`src/rtl/wb_arbiter.sv`:
```
// Write-back port arbiter: W-stage writes always take the register-file port,
// long-latency results queue in a 2-entry FIFO and drain into free port cycles.
module wb_arbiter #(
    parameter int unsigned STARVE_LIMIT = 4
) (
    input  logic        clk,
    input  logic        rst_n,
    input  logic        RegWriteW,
    input  logic [4:0]  RdW,
    input  logic [31:0] ResultW,
    input  logic        IssueValid,
    input  logic [4:0]  IssueRd,
    input  logic        LuValid,
    input  logic [4:0]  LuRd,
    input  logic [31:0] LuData,
    output logic        LuReady,
    output logic        RegWriteRF,
    output logic [4:0]  RdRF,
    output logic [31:0] WDRF,
    output logic [31:0] BusyVec,
    output logic        StallReq
);
    localparam logic [3:0] LIMIT = 4'(STARVE_LIMIT);

    logic [4:0]  rdMem   [2];
    logic [31:0] dataMem [2];
    logic        wrPtrReg;
    logic        rdPtrReg;
    logic [1:0]  countReg;
    logic [1:0]  countNext;
    logic [31:0] busyReg;
    logic [31:0] busyNext;
    logic [3:0]  starveReg;
    logic [3:0]  starveNext;

    logic        pipeWrite;
    logic        fifoEmpty;
    logic        push;
    logic        pop;
    logic [4:0]  headRd;
    logic [31:0] headData;

    // A W-stage write to x0 is a free port cycle for the FIFO.
    assign pipeWrite = RegWriteW && (RdW != 5'd0);
    assign fifoEmpty = (countReg == 2'd0);
    assign LuReady   = (countReg < 2'd2);
    assign push      = LuValid && LuReady && (LuRd != 5'd0);
    assign pop       = !pipeWrite && !fifoEmpty;
    assign headRd    = rdMem[rdPtrReg];
    assign headData  = dataMem[rdPtrReg];

    always_comb begin
        RegWriteRF = 1'b0;
        RdRF       = 5'd0;
        WDRF       = 32'd0;
        if (pipeWrite) begin
            RegWriteRF = 1'b1;
            RdRF       = RdW;
            WDRF       = ResultW;
        end else if (!fifoEmpty) begin
            RegWriteRF = 1'b1;
            RdRF       = headRd;
            WDRF       = headData;
        end
    end

    always_comb begin
        countNext = countReg;
        case ({push, pop})
            2'b10:   countNext = countReg + 2'd1;
            2'b01:   countNext = countReg - 2'd1;
            default: countNext = countReg;
        endcase
    end

    // Issue sets and pop clears; a same-cycle set on the popped rd wins.
    assign busyNext[0] = 1'b0;
    generate
        for (genvar gi = 1; gi < 32; gi++) begin : gBusy
            assign busyNext[gi] = (IssueValid && (IssueRd == 5'(gi)))
                               || (busyReg[gi] && !(pop && (headRd == 5'(gi))));
        end
    endgenerate

    always_comb begin
        starveNext = starveReg;
        if (fifoEmpty || pop)
            starveNext = 4'd0;
        else if (starveReg != LIMIT)
            starveNext = starveReg + 4'd1;
    end

    assign StallReq = (starveReg == LIMIT);
    assign BusyVec  = busyReg;

    always_ff @(posedge clk or negedge rst_n) begin
        if (!rst_n) begin
            wrPtrReg  <= 1'b0;
            rdPtrReg  <= 1'b0;
            countReg  <= 2'd0;
            busyReg   <= 32'd0;
            starveReg <= 4'd0;
        end else begin
            wrPtrReg  <= wrPtrReg ^ push;
            rdPtrReg  <= rdPtrReg ^ pop;
            countReg  <= countNext;
            busyReg   <= busyNext;
            starveReg <= starveNext;
        end
    end

    // Storage needs no reset: the occupancy count gates every read.
    always_ff @(posedge clk) begin
        if (push) begin
            rdMem[wrPtrReg]   <= LuRd;
            dataMem[wrPtrReg] <= LuData;
        end
    end
endmodule

```
`config.mk`:
```
export PLATFORM = sky130hd
export DESIGN_NAME = wb_arbiter
export DESIGN_NICKNAME = d
export VERILOG_FILES = /design/src/rtl/wb_arbiter.sv
export SDC_FILE = /design/constraint.sdc
export NUM_CORES = 1
export LEC_CHECK = 0
export BUFFER_PORTS_ARGS = -buffer_cell sky130_fd_sc_hd__buf_2
export CAP_MARGIN = 20
export CORE_MARGIN = 4
export CORE_UTILIZATION = 51
export CTS_CLUSTER_SIZE = 14
export DETAILED_ROUTE_END_ITERATION = 6
export GPL_TIMING_DRIVEN = 1
export HOLD_SLACK_MARGIN = 0.15
export PLACE_DENSITY = 0.79
export SYNTH_ARGS = -nofsm -noshare
export SYNTH_HDL_FRONTEND = slang
export SYNTH_SLANG_ARGS = --single-unit
```
`constraint.sdc`:
```
create_clock -name clk -period 2.4 [get_ports clk]
set_clock_uncertainty 0.1 [all_clocks]
set_input_delay 0.36 -clock clk [delete_from_list [all_inputs] [get_ports clk]]
set_output_delay 0.36 -clock clk [all_outputs]
set_load 0.03 [all_outputs]
```
======== Word level (Yosys, flattened, before mapping) ========
Memories as Yosys holds them, arrays and structs flattened.
Cells that the tools add are included.
storage, ports and cells
  bits in registers ....................... 39
  latch bits .............................. 0
  RAM bits ................................ 74
  memory bits (read-only) ................. 0
  output and inout bits ................... 72
  word-level logic and storage cells ...... 257
  memories kept ........................... 2
operators by class
  add/sub/neg operators ................... 3
  multipliers ............................. 0
  divide/modulo/power cells ............... 0
  $lt $le $gt $ge ......................... 1
  eq/ne operators ......................... 66
  shifts and indexed selects .............. 0
  muxes and demuxes ....................... 11
  bitwise logic cells ..................... 2
  reduce and logical (&&, ||, !) cells .... 167
memory list
  name     words  width  read ports  clocked after Yosys merged registers in  wr ports  RTL line  text
  dataMem  2      32     1           0                                        1         26        logic [31:0] dataMem [2];
  rdMem    2      5      1           0                                        1         25        logic [4:0] rdMem [2];
operator list
  kind                 count
  $eq 5x5->1 const B   32
  $logic_and 1x1->1    97
  $eq 5x4->1 const B   16
  $mux 32              2
  $eq 5x3->1 const B   8
  $logic_not 1->1      33
  $logic_or 1x1->1     32
  $eq 5x2->1 const B   4
  $eq 5x1->1 const B   2
  $mux 5               2
  $reduce_bool 5->1    2
  $mux 4               2
  $add 4x1->4 const B  1
  $eq 4x3->1 const B   1
  $mux 1               4
  $ne 4x3->1 const B   1
  $pmux 2 s2           1
  $reduce_bool 2->1    2
  $add 2x1->2 const B  1
  $eq 2x1->1 const B   1
  $eq 2x2->1 const B   1
  $logic_not 2->1      1
  $lt 2x2->1 const B   1
  $sub 2x1->2 const B  1
  $xor 1x1->1          2

======== Longest topological paths before layout ========
  depth in word-level cells ............... 8
  mapped depth ............................ 8

======== Worst setup path after synthesis ========
Ideal clock, no wire load.
  kind .................................... input to output
  start point ............................. input RdW[1]
  end point ............................... output WDRF[13]
  data arrival time ....................... 2210 ps
  required time ........................... 1940 ps
  path slack .............................. -270 ps
  stages on the path ...................... 5
  buffers on the path ..................... 2
  cells stage by stage .................... or4_1 o21a_1 buf_6 clkbuf_1 o31ai_1
on the way
  cells in the longest elaborated chain, start to end .. 3
RTL lines
  item               RTL line  text
  start, declared    9         input logic [4:0] RdW,
  $reduce_bool 5->1  44        assign pipeWrite = RegWriteW && (RdW != 5'd0);
  $logic_and 1x1->1  44
  $mux 32            56        if (pipeWrite) begin
  end, declared      19        output logic [31:0] WDRF,
Every way passes these cells.

======== Final worst setup path ========
  start point ............................. input RdW[1]
  end point ............................... output WDRF[12]
The elaborated chain is that of the path after synthesis.

==> metrics.md <==
| Metric | Value |
|---|---|
| Status | `complete, no violations` |
| Chip width | `108.3 µm` |
| Crit path kind | `primary input to output port` |
| Fin area | `7815 µm²` |
| RSZ-0062 raised after global routing | `yes` |
| Total power | `9.015 mW` |
| Setup-failing EPs final | `0` |
| Max FO, Critical Path | `22` |
| Vias per cell | `5.526` |
| WL final | `14780 µm` |
| Synth Area in XOR/XNOR | `0.01025` |
| FF-to-FF path depth | `6` |
| Layout area overhead | `52.45%` |
| Register area share after synthesis | `0.6239` |
| Worst-path cell chain | `buf_2 > or4_4 > o21a_4 > buf_12 > o31ai_4 > buf_6` |
| Capturing point of the worst reg2reg path | `BusyVec[22]` |
| Number of max-cap violations | `0` |
| Synth Register Bits | `113` |
| Syn Area/Cell | `11.95 µm²` |
| Worst setup EP type | `output port` |
| TritonCTS clock tree | `done` |
| Die area | `11720 µm²` |
| Arr. time, crit path | `1940 ps` |
| Synth Net Count | `518` |
| IO buf count | `154` |
| Core area | `9774 µm²` |
| Clock tree buffer depth | `2` |
| Gr usage total | `0.2362` |
| CP required | `1940 ps` |
| Slew HR | `0.3605` |
| Startpoint class of the critical path | `primary input` |
| Reg-to-reg slack, setup | `150 ps` |
| Library cells used by synthesis | `41` |
| FP Rows | `36` |
| DRT antenna net count | `0` |
| Cell area after synthesis | `5126 µm²` |
| Slowest cell on crit path | `or4_4` |
| Pleak | `3.306 nW` |
| Most frequent cells in the layout | `buf_2 (123), nand2_1 (79), edfxtp_1 (74)` |
| Final min period | `2395 ps` |
| Largest family of logic cells by synthesized area | `compound AO/OA/AOI/OAI gates` |
| Die Ht | `108.3 µm` |
| Worst slew pin tran | `959.3 ps` |
| Initial antenna violation count | `0` |
| Total vias in the final route | `4393` |
| CP endpoint | `WDRF[12]` |
| Clk slew on worst S/H paths | `60 ps` |
| Worst slack, placed | `-56.00 ps` |
| Hold slack final | `208.0 ps` |
| Clock sink count | `113` |
| DP Area | `6538 µm²` |
| Layout cell share with drive strength beyond 1 | `0.4079` |
| Synth Area in Compound Gates | `0.1338` |
| FMAX | `417.5 MHz` |
| Drt pass-1 iters | `5` |
| HPWL reported at the end of detailed placement | `8849 µm` |
| Worst R2R Start | `rdPtrReg` |
| Share of the core filled with cells | `0.7995` |
| Hold Path Class | `primary input to flop` |
| Critical path depth | `6` |
| Clock Latency Late Sink | `510 ps` |
| Final Cycle Share | `0.9979` |
| GP Congestion | `0.8548` |
| Starting density of the core | `0.5244` |
| # IOs | `156` |
| CTS Buf Count | `17` |
| Critical path origin | `RdW[1]` |
| 1st-iter DRT viols | `268` |
| Pwr Density | `1154 nW/µm²` |
| # nets final | `738` |
| Simple-Gate Fraction of Synth Area | `0.1081` |
| Crit path max-delay family | `compound AO/OA/AOI/OAI gates` |
| Most common cell after layout, fill and taps aside | `buf_2` |
| Post-synthesis mux area share | `0.07274` |
| Diodes inserted | `0` |
| # DRC | `0` |
| Pins Over Slew Limit | `0` |
| Mapped Cells | `429` |
| First-pass GRT wire length | `21330 µm` |
| CP bufs+invs | `3` |
| Grt ovf | `0` |
| H-tree depth | `4` |
| Largest net degree at the start of global routing | `40` |
| Vias in the first global route | `4481` |
| Peak supply drop | `0.0007310 V` |
| Synth warnings | `0` |
| Slowest cell delay on critical path | `530 ps` |
| Adder-cell share of the synthesized area | `0.01220` |
| Clock root buffer | `clkbuf_8` |
| Final hold violation count | `0` |
| Worst setup margin | `4.946 ps` |
| Drt wl/cell | `18.59 µm` |
[worst min-delay path by stage]
stage,from,endpoint,slack [ps],depth (start not counted)
global route,IssueRd[2],BusyVec[15],230,5
global placement,BusyVec[1],BusyVec[1],380,2
CTS,IssueRd[2],BusyVec[5],180,5
floorplan,rst_n,BusyVec[10],-40,0
detailed placement,BusyVec[30],BusyVec[30],380,2
finish,IssueRd[2],BusyVec[15],210,5
[registers in the layout, indices dropped and copies added (netlist names)]
register / count
BusyVec: 31
countReg: 2
dataMem: 64
rdMem: 10
rdPtrReg: 1
starveReg: 4
wrPtrReg: 1
[through the flow]
stage	cells	TNS, ps
detailed placement	712	-519.1
finish	795	0
global route	795	-294.5
global placement	712	-21.66
CTS	793	0
floorplan	429	-1760
[Yosys cell counts (all sizes together)]
| library cell | n | area (µm²) |
|---|---|---|
| o21ai | 14 | 70.06 |
| and3b | 2 | 17.52 |
| inv | 21 | 78.83 |
| a21oi | 3 | 15.01 |
| and2 | 2 | 12.51 |
| mux2 | 2 | 22.52 |
| a22o | 1 | 8.760 |
| edfxtp | 74 | 2222 |
| a22oi | 13 | 97.59 |
| dfrtp | 39 | 975.9 |
| nand2 | 79 | 296.5 |
| nor3 | 10 | 55.05 |
| or4 | 2 | 15.01 |
| a32oi | 2 | 17.52 |
| a32o | 1 | 10.01 |
| nor3b | 3 | 22.52 |
| o31ai | 49 | 367.9 |
| o41ai | 5 | 43.79 |
| ha | 5 | 62.56 |
| xor2 | 1 | 8.760 |
| nand3b | 2 | 15.01 |
| o21a | 1 | 7.510 |
| mux2i | 35 | 350.3 |
| xnor2 | 5 | 43.79 |
| or2 | 1 | 6.260 |
| a211oi | 1 | 7.510 |
| nand2b | 3 | 18.77 |
| a2bb2oi | 1 | 8.760 |
| buf | 10 | 61.30 |
| nor2 | 16 | 60.06 |
| nand3 | 2 | 10.01 |
| conb | 1 | 3.750 |
| nor2b | 4 | 25.02 |
| a211o | 1 | 8.760 |
| o211ai | 3 | 22.52 |
| clkbuf | 15 | 56.30 |
[tightest hold or removal path, cell delays in order]
cell and delay [ps]:
buf_2 130, nand2_1 80, nor2_1 80, nand2_1 70, nand2_1 50
[routing by layer]
layer	up-vias	wire length, µm	GRT usage
li1	2034	-	-
met1	2090	5478	0.2742
met2	222	7889	0.4210
met3	47	940	0.04896
met4	0	474	0.1055
met5	-	0	0
[area by class of cell]
cell class / count / area, µm²
clock inverters: 15 / 136.4
fillers: 547 / 1959
multi-input cells: 270 / 2183
clock buffers: 17 / 414.1
repair buffers: 226 / 1634
flip-flops and latches: 113 / 3202
inverters: 21 / 78.83
well taps: 133 / 166.4
[cell families (layout without fill, tap and decap cells)]
logic type                 count (synthesis)  after routing
AOI/OAI and AO/OA                         95             95
xor gates and xnor gates                   6              6
adders and majority gates                  5              5
buffers and inverters                     46            279
DFF                                      113            113
muxes                                     37             37
other                                      1              1
and+or+nand+nor                          126            126
[report_power, final]
group / total, mW / internal (mW) / leakage, nW / switching [mW]
Clock: 2.32 / 1.38 / 0.249 / 0.939
Sequential: 2.85 / 2.57 / 1.11 / 0.280
Combinational: 3.85 / 1.51 / 1.94 / 2.34
Total: 9.01 / 5.46 / 3.31 / 3.56
[repair_timing]
action / in CTS / in global routing
endpoints found under the hold margin: 119 / 0
pin swaps: 2 / 2
gates cloned: 0 / 1
setup buffers: 7 / 1
endpoints found under the setup margin: 35 / 32
resized for setup: 30 / 42
hold buffers: 42 / 0
(Power assumes the default switching activity.)
